<file path="config.mk">
export PLATFORM = sky130hd
export DESIGN_NAME = trig_capture_ctrl
export DESIGN_NICKNAME = d
export VERILOG_FILES = /design/src/rtl/trig_capture_ctrl.sv
export SDC_FILE = /design/constraint.sdc
export NUM_CORES = 1
export LEC_CHECK = 0
export ABC_CLOCK_PERIOD_IN_PS = 4300
export BUFFER_PORTS_ARGS = -buffer_cell sky130_fd_sc_hd__buf_2
export CORE_MARGIN = 2
export CORE_UTILIZATION = 45
export DETAILED_ROUTE_END_ITERATION = 6
export PLACE_DENSITY = 0.74
export SYNTH_ARGS = -nofsm -noshare
export SYNTH_HDL_FRONTEND = slang
export SYNTH_SLANG_ARGS = --single-unit
</file>
<file path="constraint.sdc">
create_clock -name clk -period 4.3 [get_ports clk]
set_input_delay 0.43 -clock clk [delete_from_list [all_inputs] [get_ports clk]]
set_output_delay 0.43 -clock clk [all_outputs]
set_load 0.01 [all_outputs]
</file>
<file path="src/rtl/trig_capture_ctrl.sv">
// Capture sequencer: arms the sample RAM, fills the pre-trigger window, accepts
// the first enabled trigger (force > ch > uart > spi), counts post samples, flags done.
// Latency: we_o is combinational from smpl_en_i; state and flag outputs update one cycle after the deciding edge.
// Backpressure: none. Every smpl_en_i strobe in PRETRIG/ARMED/POST is written.
//
// Ports:
//   clk, rst_n                 clock, async active-low reset
//   arm_i, clr_done_i          command pulses: start capture / abort-or-acknowledge
//   smpl_en_i                  sample strobe from the decimator
//   trig_pos_i, trig_en_i      post-trigger sample count and {spi,uart,ch} enables, latched on arm
//   ch/uart/spi/force_trig_i   trigger pulses
//   we_o, waddr_o              sample RAM write port
//   armed_o, triggered_o, capture_done_o   status flags
//   trig_addr_o, trig_src_o    write address and source of the accepted trigger
module trig_capture_ctrl #(
  parameter int DEPTH = 512,
  parameter int AW    = $clog2(DEPTH)
) (
  input  logic          clk,
  input  logic          rst_n,
  input  logic          arm_i,
  input  logic          clr_done_i,
  input  logic          smpl_en_i,
  input  logic [AW-1:0] trig_pos_i,
  input  logic [2:0]    trig_en_i,
  input  logic          ch_trig_i,
  input  logic          uart_trig_i,
  input  logic          spi_trig_i,
  input  logic          force_trig_i,
  output logic          we_o,
  output logic [AW-1:0] waddr_o,
  output logic          armed_o,
  output logic          triggered_o,
  output logic          capture_done_o,
  output logic [AW-1:0] trig_addr_o,
  output logic [1:0]    trig_src_o
);

  typedef enum logic [2:0] {
    S_IDLE,
    S_PRETRIG,
    S_ARMED,
    S_POST,
    S_DONE
  } state_e;

  localparam logic [AW:0] DEPTH_C = (AW+1)'(DEPTH);
  localparam logic [AW:0] ONE_C   = (AW+1)'(1);

  state_e        state_q, state_d;
  logic [AW-1:0] waddr_q, waddr_d;
  logic [AW:0]   cnt_q, cnt_d;          // shared pre-trigger / post-trigger counter
  logic [AW-1:0] pos_q, pos_d;
  logic [2:0]    en_q, en_d;
  logic [AW-1:0] taddr_q, taddr_d;
  logic [1:0]    tsrc_q, tsrc_d;

  logic          we;
  logic          hit;
  logic [1:0]    hit_src;
  logic [AW:0]   cnt_inc;
  logic [AW:0]   pre_thresh;
  logic [AW:0]   pos_ext;

  assign pos_ext    = {1'b0, pos_q};
  assign cnt_inc    = cnt_q + ONE_C;
  // Pre-trigger window plus post window fills exactly DEPTH entries.
  assign pre_thresh = DEPTH_C - pos_ext;

  assign hit = force_trig_i | (ch_trig_i & en_q[0]) |
               (uart_trig_i & en_q[1]) | (spi_trig_i & en_q[2]);

  always_comb begin
    hit_src = 2'd3;
    if (force_trig_i)                hit_src = 2'd0;
    else if (ch_trig_i & en_q[0])    hit_src = 2'd1;
    else if (uart_trig_i & en_q[1])  hit_src = 2'd2;
  end

  always_comb begin
    state_d = state_q;
    waddr_d = waddr_q;
    cnt_d   = cnt_q;
    pos_d   = pos_q;
    en_d    = en_q;
    taddr_d = taddr_q;
    tsrc_d  = tsrc_q;
    we      = 1'b0;

    if (clr_done_i) begin
      // Abort/acknowledge beats everything, including a same-cycle arm or hit.
      state_d = S_IDLE;
    end else begin
      unique case (state_q)
        S_IDLE: begin
          if (arm_i) begin
            state_d = S_PRETRIG;
            waddr_d = '0;
            cnt_d   = '0;
            pos_d   = trig_pos_i;
            en_d    = trig_en_i;
          end
        end
        S_PRETRIG: begin
          we = smpl_en_i;
          if (smpl_en_i) begin
            cnt_d = cnt_inc;
            if (cnt_inc == pre_thresh) state_d = S_ARMED;
          end
        end
        S_ARMED: begin
          we = smpl_en_i;
          if (hit) begin
            taddr_d = waddr_q;
            tsrc_d  = hit_src;
            // A strobe on the accept cycle is already post sample #1.
            cnt_d   = smpl_en_i ? ONE_C : '0;
            if ((pos_q == '0) || (smpl_en_i && (pos_ext == ONE_C)))
              state_d = S_DONE;
            else
              state_d = S_POST;
          end
        end
        S_POST: begin
          we = smpl_en_i;
          if (smpl_en_i) begin
            cnt_d = cnt_inc;
            if (cnt_inc == pos_ext) state_d = S_DONE;
          end
        end
        S_DONE: begin
        end
        default: state_d = S_IDLE;
      endcase

      // DEPTH is a power of two, so the natural AW-bit wrap is the ring wrap.
      if (we) waddr_d = waddr_q + AW'(1);
    end
  end

  always_ff @(posedge clk or negedge rst_n) begin
    if (!rst_n) begin
      state_q <= S_IDLE;
      waddr_q <= '0;
      cnt_q   <= '0;
      pos_q   <= '0;
      en_q    <= '0;
      taddr_q <= '0;
      tsrc_q  <= '0;
    end else begin
      state_q <= state_d;
      waddr_q <= waddr_d;
      cnt_q   <= cnt_d;
      pos_q   <= pos_d;
      en_q    <= en_d;
      taddr_q <= taddr_d;
      tsrc_q  <= tsrc_d;
    end
  end

  assign we_o           = we;
  assign waddr_o        = waddr_q;
  assign armed_o        = (state_q == S_ARMED);
  assign triggered_o    = (state_q == S_POST) || (state_q == S_DONE);
  assign capture_done_o = (state_q == S_DONE);
  assign trig_addr_o    = taddr_q;
  assign trig_src_o     = tsrc_q;

endmodule

</file>
* Yosys cells after proc, flatten, opt, wreduce, memory -nomap -nowiden
Cells that the tools add are included.
** Storage, ports and cells
- Flip-flop bits (word level) :: 45
- Bits in latches :: 0
- RAM bits :: 0
- ROM bits :: 0
- Bits of input ports :: 21
- Output and inout port bits :: 24
- Memories :: 0
** Cells by class
- $add $sub $neg :: 3
- Multiply operators :: 0
- Divide/modulo/power cells :: 0
- Order comparisons :: 0
- Equal/unequal tests :: 17
- Shift operators :: 0
- Multiplexer cells :: 23
- Bitwise logic cells :: 7
- Reduce and logical (&&, ||, !) cells :: 15
** Operators by type and width (number)
- $mux 10 :: 3
- $pmux 10 s3 :: 1
- $mux 9 :: 3
- $mux 3 :: 8
- $ne 3x3->1 const B :: 5
- $pmux 3 s5 :: 1
- $add 10x1->10 const B :: 1
- $eq 10x10->1 :: 1
- $eq 10x9->1 :: 1
- $sub 10x9->10 const A :: 1
- $add 9x1->9 const B :: 1
- $eq 9x1->1 const B :: 1
- $logic_not 9->1 :: 1
- $reduce_and 3->1 :: 3
- $reduce_and 7->1 :: 1
- $eq 3x2->1 const B :: 2
- $mux 1 :: 5
- $reduce_and 5->1 :: 1
- $mux 2 :: 2
- $ne 2x1->1 const B :: 2
- $ne 2x2->1 const B :: 2
- $reduce_bool 2->1 :: 2
- $and 1x1->1 :: 3
- $eq 3x1->1 const B :: 1
- 10 further kinds :: 13

* Logic depth before layout (Yosys ltp)
Gate-level depths: netlist (run 1).
- Word-level depth :: 7
- Gate-level depth with buffers :: 11

* Least setup slack after synthesis (run 1)
OpenSTA, ideal clock, no wires.
- Kind :: register to register
- Start :: register pos_q[2]
- End :: register state_q[0]
- Arrival time :: 2.367 ns
- Required time :: 4.171 ns
- Slack :: 1.805 ns
- Cell stages (with the launch flop) :: 12
- Clock period less this slack :: 2.495 ns
- Cells stage by stage :: dfrtp_1 clkbuf_1 nor3_4 and4b_1 ha_1 xnor2_1 or3_1 a211oi_1 o32ai_1 inv_1 o2111ai_1 mux2i_1
** Between the ends
- Cells in the longest elaborated chain, start to end :: 7
** Ends and longest elaborated chain
- from (decl) :: RTL line 53 : logic [AW-1:0] pos_q, pos_d;
- from (signal assigned) :: RTL line 154 : pos_q <= pos_d;
- branches (longest 7 deep; another with $sub 10x9->10)
- to (signal assigned) :: RTL line 151 : state_q <= state_d;
- to (decl) :: RTL line 50 : state_e state_q, state_d;
Parallel ways; which one is timed is not known. The select of a mux whose other input is x is not followed.
A chain may end at the register's enable or synchronous reset.

* Final worst setup path (run 1)
Same ends and word-level chain as after synthesis.

==> results.md, run 1 <==
- Outcome: finished, final reports clean
- Worst path slowest cell: dfrtp_1
- #FFs+latches synth: 45
- CTS clk-pin slew, worst paths: ~0.10 ns
- RR Startpoint: pos_q[2]
- Gr usage total: 20.1%
- Final worst-path cycle share: a little over three fifths
- Synth top area cells: dfrtp_1, mux2_2, xnor2_1
- Number of flops mapped to enable cells by yosys: 0
- CP Cell Sequence: nor3_4, and4b_1, ha_1, xnor2_1, or3_1, a211oi_1, o32ai_1, inv_1, o2111ai_1, mux2i_1
- CP top delay family: simple AND/OR/NAND/NOR gates
- Fraction of layout instances using a drive strength above 1: 27.9%
- Via density: 5.55
- Power Density: ~530 mW/mm2
- Synthesized cell area: roughly 0.0027 mm2
- Antenna violations before repair: 0
- GRT overflow: 0
- Bufs and invs on worst path: 1
- # H-tree levels: 2
- Final Skew: about 0.010 ns
- WL per Instance: around 16 um
- Peak VDD IR: ~0.25 mV
- Diodes inserted: 0
- FF-to-FF End: state_q[0]
- Post-layout min period: between 2 and 3 ns
- FFs w/ async S/R, synth: 100%
- Slew HR: 33.4%
- Worst slew pin tran: approximately 1 ns
- Critical path class: flip-flop to flip-flop
- Synth top area share: 41.3%
- Cell type with the largest total area after synthesis: dfrtp_1
- Gpl congestion: 0.942
- Post-Route WL: 6.24 mm
- Worst-Skew Late Latency: a little over 0.3 ns
- Port buffer count: 44
- Starting Density: 46.3%
- Synth unique cells: 57
- Initial DRC Count: 129
- Final hold viol count: 0
- Hold WC Path Type: primary input to async pin
- Crit path DAT: around 2.9 ns
- CP required: 4.49 ns
- Final WS setup: approximately 1.6 ns
- Max stage delay on crit path: 0.52 ns
- Setup TNS: 0 ns
- Clock Path Buffers: 2
- Area grow syn2layout: 13.0%
- Io pins: 45
- CP Capture Type: flip-flop
- Detailed-route via count: 2186
- Core ar.: between 0.005 and 0.006 mm2
- FF-to-FF setup slack: ~1.6 ns
- Post-place setup slack: 1.64 ns
- Number of cell rows: 28
- Average size of a mapped cell: 9.84 um2
- Cells after Synth: 277
- DIE AREA: 0.00670 mm2
- PostCTS Resize Cnt: 0
- Synth Flop Type: dfrtp_1
- Mapped Nets: roughly 300
- Worst-case reg-to-reg path depth: 10
- Leakage: roughly 1.4 nW
- Largest net degree at the start of global routing: 46
- Die height: 81.8 um
- Fill cells: 549
- Warnings from Yosys: 0
- Number of global-route vias before repair: 2034
- Sequential fraction of the synthesis area: just over 40%
- Die Span X: 81.8 um
- Area taken by multi-input logic gates: between 0.001 and 0.0015 mm2
- RSZ-0062 raised after global routing: no
- TritonRoute pass-1 iters: 4
- Hold_buf cts: 0
- CTS tree: done
- First-pass GRT wire length: around 10 mm
- Final Util: roughly 52%
- Sequential cell area: between 0.001 and 0.0015 mm2
- HPWL after DPL: 4.73 mm
- Max frequency: 371 MHz
- Final setup vio count: 0
- CTS root buffer: clkbuf_8
- Count leader, synth: dfrtp_1
- Post-Place Cells: 386
- Layout Nets: 344
- CTS Buf Count: 5
- Maximum fanout along the worst path: 9
- Max-Cap Viols: 0
- Antenna Nets Post-Route: 0
- Final Non-Filler Cells: 394
- Post-synth top cells: dfrtp_1, nor2_1, nand2_1
- Crit start category: flip-flop
- DRC errors left: 0
- Post-CTS setup buffer count: 0
- Sink Count: 45
- Max Slew Vio Count: 0
## kinds of logic (layout without fill, tap and decap cells)
logic type	count (synthesis)	after routing	synth area share [%]
and+or+nand+nor	103	103	20.2
DFF	45	45	41.3
adders and majority gates	5	5	2.29
xor gates and xnor gates	28	28	10.5
muxes	21	21	8.63
buffers and inverters	23	65	4.04
AOI/OAI and AO/OA	52	52	13.0
## layer usage
metal	global-route usage (%)	part of all wire [%]	vias up
met2	30.5	46	66
li1	-	-	1065
met1	29.8	46	1047
met4	6.50	1.3	0
met3	2.31	6.8	8
met5	0	0	-
## worst max path at each step
stage	slack, ns	start	endpoint	depth (start not counted)
after floorplan	1.80	pos_q[2]	state_q[0]	11
after global routing	1.46	pos_q[2]	state_q[0]	10
after CTS	1.63	pos_q[2]	state_q[0]	10
after global placement	1.72	pos_q[2]	state_q[0]	10
after detailed placement	1.64	pos_q[2]	state_q[0]	10
final	1.60	pos_q[2]	state_q[0]	10
## flip-flops by register name, indices dropped and copies added, names as in the netlist
name / flops
waddr_o: 9
en_q: 3
cnt_q: 10
trig_addr_o: 9
pos_q: 9
trig_src_o: 2
state_q: 3
## power breakdown
part,switching (mW),total [mW],internal (mW)
sequential,0.136,0.654,0.518
clock,0.160,0.279,0.119
combinational,0.360,0.689,0.328
total,0.656,1.62,0.965
## cells in the final DEF (no fill, tap or decap), types with 4 or more instances in the layout
| cell | synthesis | final |
|---|---|---|
| o21ai_0 | 19 | 19 |
| dfrtp_1 | 45 | 45 |
| ha_1 | 5 | 5 |
| xor2_1 | 7 | 7 |
| nor2_1 | 27 | 27 |
| clkbuf_8 | 0 | 5 |
| nand2_1 | 24 | 24 |
| mux2_2 | 20 | 20 |
| buf_2 | 0 | 44 |
| inv_1 | 10 | 10 |
| nand3_1 | 13 | 13 |
| nor3_1 | 5 | 5 |
| a211oi_1 | 4 | 4 |
| a21oi_1 | 7 | 7 |
| xnor2_1 | 18 | 18 |
| o31ai_1 | 5 | 5 |
## stage by stage
stage	area (um2)	hold WS [ns]	power [mW]
after CTS	3080	0.320	1.63
after floorplan	2730	0.134	1.16
after detailed placement	2990	0.490	1.34
final	3080	0.285	1.62
after global routing	3080	0.333	1.74
after global placement	2990	0.485	1.32
## cell type report
type	count	area share [%]
clock buffer	5	2.23
multi-input combinational	209	48.4
clock inverter	3	0.812
inverter	11	1.34
tap	75	3.05
sequential	45	36.6
timing repair buffer	46	7.64
Note: power is estimated with default switching activity, not from simulation.
==> run 2: changes to the inputs <==
ABC_CLOCK_PERIOD_IN_PS = 2590   (was 4300)
clock period = 2.59 ns   (was 4.3 ns; I/O delays follow)
==> run 2 against run 1 <==
Compared with the run above: setup slack got worse by 1.4 ns; critical endpoint unchanged; clock power is 57% higher; flip-flop and latch count unchanged; combinational power is 99% higher; core utilization increased by 2.4 points; register-to-register slack got worse by 1.4 ns; maximum frequency up 12%.
==> results.md, run 2 (same netlist as run 1, synthesis figures left out) <==
- Outcome: finished, final reports clean
- # H-tree levels: 2
- Sink Count: 45
- FF-to-FF setup slack: 0.18 ns
- FF-to-FF End: state_q[0]
- HPWL after DPL: 4.85 mm
- Number of global-route vias before repair: ~2200
- Gr usage total: 21.3%
- Crit path DAT: 2.59 ns
- WHS: 0.118 ns
- Final worst-path cycle share: 92.9%
- DIE AREA: 0.00670 mm2
- Number of cell rows: 28
- Layout Nets: 358
- Hold WC Path Type: primary input to async pin
- Max frequency: 416 MHz
- Die Span X: between 80 and 90 um
- TritonRoute pass-1 iters: 4
- Most frequent cells in the layout: buf_2, dfrtp_1, nor2_1, nand2_1, mux2_2
- RR Startpoint: cnt_q[1]
- Starting Density: 46.3%
- Area grow syn2layout: 18.1%
- CTS tree: done
- Maximum fanout along the worst path: 4
- Bufs and invs on worst path: 0
- Post-layout min period: 2.41 ns
- Peak VDD IR: 0.603 mV
- CTS Buf Count: 5
- Worst-case reg-to-reg path depth: 8
- Largest net degree at the start of global routing: 46
- Worst-Skew Late Latency: 0.30 ns
- Setup TNS: 0 ns
- RSZ-0062 raised after global routing: no
- Largest Register: cnt_q
- Critical path class: flip-flop to flip-flop
- CTS root buffer: clkbuf_8
- First-pass GRT wire length: 11.0 mm
- Worst setup path start: cnt_q[1]
- Worst slew pin tran: 0.990 ns
- CP Cell Sequence: ha_1, nand2_1, nor3_4, xnor3_1, or3_4, a311oi_4, o2111ai_2, mux2i_1
- Io pins: between 40 and 50
- Final hold viol count: 0
- Final Util: 54.7%
- CTS clk-pin slew, worst paths: roughly 0.090 ns
- CP top delay family: simple AND/OR/NAND/NOR gates
- Final setup vio count: 0
- Antenna violations before repair: 0
- Max-Cap Viols: 0
- Worst path slowest cell: xnor3_1
- Die height: 81.8 um
- Slew HR: around 34%
- Port buffer count: between 40 and 50
- Diodes inserted: 0
- Post-Route WL: 6.47 mm
- Antenna Nets Post-Route: 0
- Via density: 5.53
- Fraction of layout instances using a drive strength above 1: between 30% and 40%
- Stages on worst setup path: 8
- Clock Path Buffers: 2
- CP Capture Type: flip-flop
- Core ar.: 0.00589 mm2
- Detailed-route via count: 2255
- Commonest non-fill, non-tap cell in the layout: buf_2
- WL per Instance: 15.9 um
- DRC errors left: 0
- Leakage: approximately 1.5 nW
- Max stage delay on crit path: 0.44 ns
- Gpl congestion: 0.937
- Largest register FFs: 10
- Final Skew: ~0.012 ns
- Power Density: ~900 mW/mm2
- Max Slew Vio Count: 0
- Final Non-Filler Cells: 408
- Initial DRC Count: about 130
- CP required: around 2.8 ns
- Post-Place Cells: 398
- GRT overflow: 0
- Crit start category: flip-flop
[run 2: changes by cell type in the layout (fill, tap and decap cells not counted), moves of 2 or more]
| cell | change |
|---|---|
| inv_6 | -2 |
| dfrtp_2 | +3 |
| dfrtp_1 | -3 |
| buf_4 | +14 |
[run 2: worst max path at each step]
stage,endpoint,slack [ns]
floorplan,state_q[0],0.09
global placement,state_q[0],0.12
detailed placement,state_q[0],0.06
CTS,state_q[0],0.05
global route,state_q[1],0.02
finish,state_q[0],0.18
[run 2: report_power, final]
part	internal (mW)	switching, mW	total [mW]
sequential	0.864	0.181	1.04
clock	0.190	0.247	0.437
combinational	0.665	0.706	1.37
total	1.72	1.13	2.85
[run 2: metrics by stage]
stage | cell area, um2 | setup slack [ns] | power [mW]
after floorplan | 2730 | 0.0946 | 1.92
after CTS | 3160 | 0.0451 | 2.77
after global placement | 3080 | 0.119 | 2.30
after global routing | 3220 | 0.0188 | 3.07
after detailed placement | 3080 | 0.0578 | 2.33
final | 3220 | 0.184 | 2.85
[run 2: what timing repair did]
item                                    4_1_cts  5_1_grt
gates resized for setup                       0       12
endpoints found under the setup margin        0        2
buffers inserted                              0        2
hold buffers                                  0        0
[run 2: worst reg2reg max path, delay by kind of cell (launching register included)]
family / cells / cell delay [ns]
AND/OR/NAND/NOR: 3 / 0.68
AO/OA/AOI/OAI: 2 / 0.46
XOR/XNOR: 1 / 0.44
flip-flops: 1 / 0.40
adder cells (fa/ha/maj): 1 / 0.19
multiplexers: 1 / 0.14
[run 2: final cells by class]
cell class / instances / area [um2]
Inverter: 11 / 41.3
Sequential cell: 45 / 1130
Tap cell: 75 / 93.8
Clock inverter: 2 / 15.0
Fill cell: 513 / 2670
Multi-Input combinational cell: 209 / 1530
Clock buffer: 6 / 72.6
Timing Repair Buffer: 60 / 340
[run 2: routing by layer]
metal  vias up  global-route usage (%)  routed length, um
met5         -                       0                  0
met4         0                    7.50                 85
met3         9                    3.96                415
met2        68                    31.4               3030
met1      1080                    31.2               2930
li1       1098                       -                  -
==> run 3: changes to the inputs <==
CORE_UTILIZATION = 40   (was 45)
PLACE_DENSITY = 0.68   (was 0.74)
==> run 3 against run 2 <==
Compared with the run above: first-iteration DRC count rose by 8.0%; sequential share of layout area fell by 0.43 points; setup slack got worse by 0.057 ns; critical path depth fell by 1; final area rose by 1.1%; worst hold slack got worse by 0.010 ns; via count fell by 0.18%; combinational power barely moved; power rose by 4.6%; die area rose by 12%; wire length fell by 1.4%; global-route usage fell by 3.5 points; highest routed layer unchanged.
==> results.md, run 3 (same netlist as run 1, synthesis figures left out) <==
- Outcome: finished, final reports clean
- Largest net degree at the start of global routing: 46
- CTS Buf Count: 5
- Layout Nets: 358
- Crit start category: flip-flop
- Clock Path Buffers: 2
- RR Startpoint: cnt_q[3]
- CTS root buffer: clkbuf_8
- CP top delay family: simple AND/OR/NAND/NOR gates
- Port buffer count: 44
- Antenna violations before repair: 0
- Hold_buf cts: 0
- Final Util: 48.7%
- Antenna Nets Post-Route: 0
- Sink Count: 45
- Worst-Skew Late Latency: 0.31 ns
- Tot Pwr: between 2 and 3 mW
- Leakage: 1.51 nW
- Area grow syn2layout: 19.5%
- Via density: ~5.5
- FF-to-FF setup slack: 0.13 ns
- Hold WC Path Type: primary input to async pin
- HPWL after DPL: 4.83 mm
- First-pass GRT wire length: 10.5 mm
- Bufs and invs on worst path: 0
- Die Span X: 86.6 um
- Max stage delay on crit path: 0.65 ns
- Slew HR: 33.9%
- Core ar.: ~0.0067 mm2
- Switching Fraction: 38.4%
- Logic pwr share: 46.3%
- Final worst-path cycle share: 95.1%
- # H-tree levels: 2
- Detailed-route via count: ~2300
- Starting Density: 40.8%
- CTS tree: done
- Final hold viol count: 0
- Commonest non-fill, non-tap cell in the layout: buf_2
- Max frequency: ~410 MHz
- Io pins: between 40 and 50
- DRC errors left: 0
- Clk pwr share: 18.4%
- Largest register FFs: 10
- Worst slew pin tran: 0.992 ns
- Fill cells: between 600 and 700
- Most frequent cells in the layout: buf_2, dfrtp_1, nor2_1, nand2_1, mux2_2
- DIE AREA: 0.00749 mm2
- Worst path slowest cell: or4_2
- Post-layout min period: ~2.5 ns
- Die height: around 87 um
- Gr usage total: 17.8%
- Final Skew: 0.00994 ns
- Number of global-route vias before repair: between 2000 and 2500
- CTS clk-pin slew, worst paths: approximately 0.090 ns
- Max-Cap Viols: 0
- FF-to-FF End: state_q[0]
- GRT overflow: 0
- Initial DRC Count: 135
- Number of cell rows: 30
- Diodes inserted: 0
- Max Slew Vio Count: 0
- Maximum fanout along the worst path: 8
- Post-Route WL: 6.38 mm
- CP Capture Type: flip-flop
- Most Frequent Cell on Critical Path: xnor2_1
- CP Cell Sequence: xnor2_1, xnor2_1, nand3_1, or4_2, o21bai_1, o2111ai_1, mux2i_1
- Internal: 1.84 mW
- Worst-case reg-to-reg path depth: 7
- WL per Instance: 15.4 um
- Fraction of layout instances using a drive strength above 1: 33.3%
- RSZ-0062 raised after global routing: yes
- Final setup vio count: 0
- Sequential Power Share: 35.3%
- CP required: 2.79 ns
- Crit path DAT: 2.66 ns
- Largest Register: cnt_q
- Switch Pwr: 1.14 mW
- Power Density: 916 mW/mm2
- TritonRoute pass-1 iters: 4
- Gpl congestion: about 0.9
- Critical path class: flip-flop to flip-flop
- Peak VDD IR: 0.423 mV
[run 3: cell types whose count changed in the layout (fill, tap and decap cells not counted), sizes merged]
cell | before | now
clkinvlp | 2 | 0
bufinv | 0 | 1
clkinv | 0 | 1
[run 3: area by class of cell]
cell class              count  area [um2]  share of cell area, %
clock inverters             2        38.8                   1.19
repair buffers             60         340                   10.4
well taps                  80         100                   3.07
inverters                  11        41.3                   1.27
clock buffers               6        72.6                   2.23
multi-input cells         209        1540                   47.1
flip-flops and latches     45        1130                   34.7
[run 3: metal layers]
layer,share of wire [%],routed length [um],global-route usage [%],up-vias
met4,1.6,104,6.25,0
met5,0,0,0,-
li1,-,-,-,1093
met2,47,3020,26.9,61
met1,47,2990,25.4,1086
met3,4.1,263,3.43,11
[run 3: stage by stage]
stage          hold WS, ns  setup slack [ns]  area [um2]  instances  setup TNS (ns)
6_report             0.108             0.128        3260        413               0
5_1_grt              0.172           -0.0229        3260        413         -0.0229
4_1_cts              0.147            0.0830        3190        410               0
3_5_place_dp         0.465            0.0916        3080        402               0
3_3_place_gp         0.467             0.144        3080        402               0
2_1_floorplan      -0.0366            0.0946        2730        277               0
[run 3: worst max-delay path by stage]
stage                         from    endpoint  cells past startpoint
after floorplan           pos_q[2]  state_q[0]                     11
after global placement    pos_q[1]  state_q[0]                     11
after detailed placement  pos_q[1]  state_q[1]                     11
after CTS                 pos_q[1]  state_q[1]                     11
after global routing      pos_q[1]  state_q[1]                     11
final                     cnt_q[3]  state_q[0]                      7
[run 3: worst reg2reg max path, cell delays in order (launching register included)]
cell,delay [ns]
dfrtp_1,0.48
xnor2_1,0.35
xnor2_1,0.21
nand3_1,0.11
or4_2,0.65
o21bai_1,0.25
o2111ai_1,0.17
mux2i_1,0.14
[run 3: repair_timing]
item | in CTS | in global routing
endpoints found under the setup margin | 0 | 2
setup buffers | 0 | 3
resized for setup | 0 | 10
[run 3: power groups by stage]
stage,Sequential [mW],Combinational (mW),Clock (mW)
5_1_grt,1.07,1.51,0.596
3_3_place_gp,1.05,1.26,0
6_report,1.05,1.38,0.549
4_1_cts,1.05,1.28,0.561
3_5_place_dp,1.06,1.27,0
2_1_floorplan,1.04,0.885,0
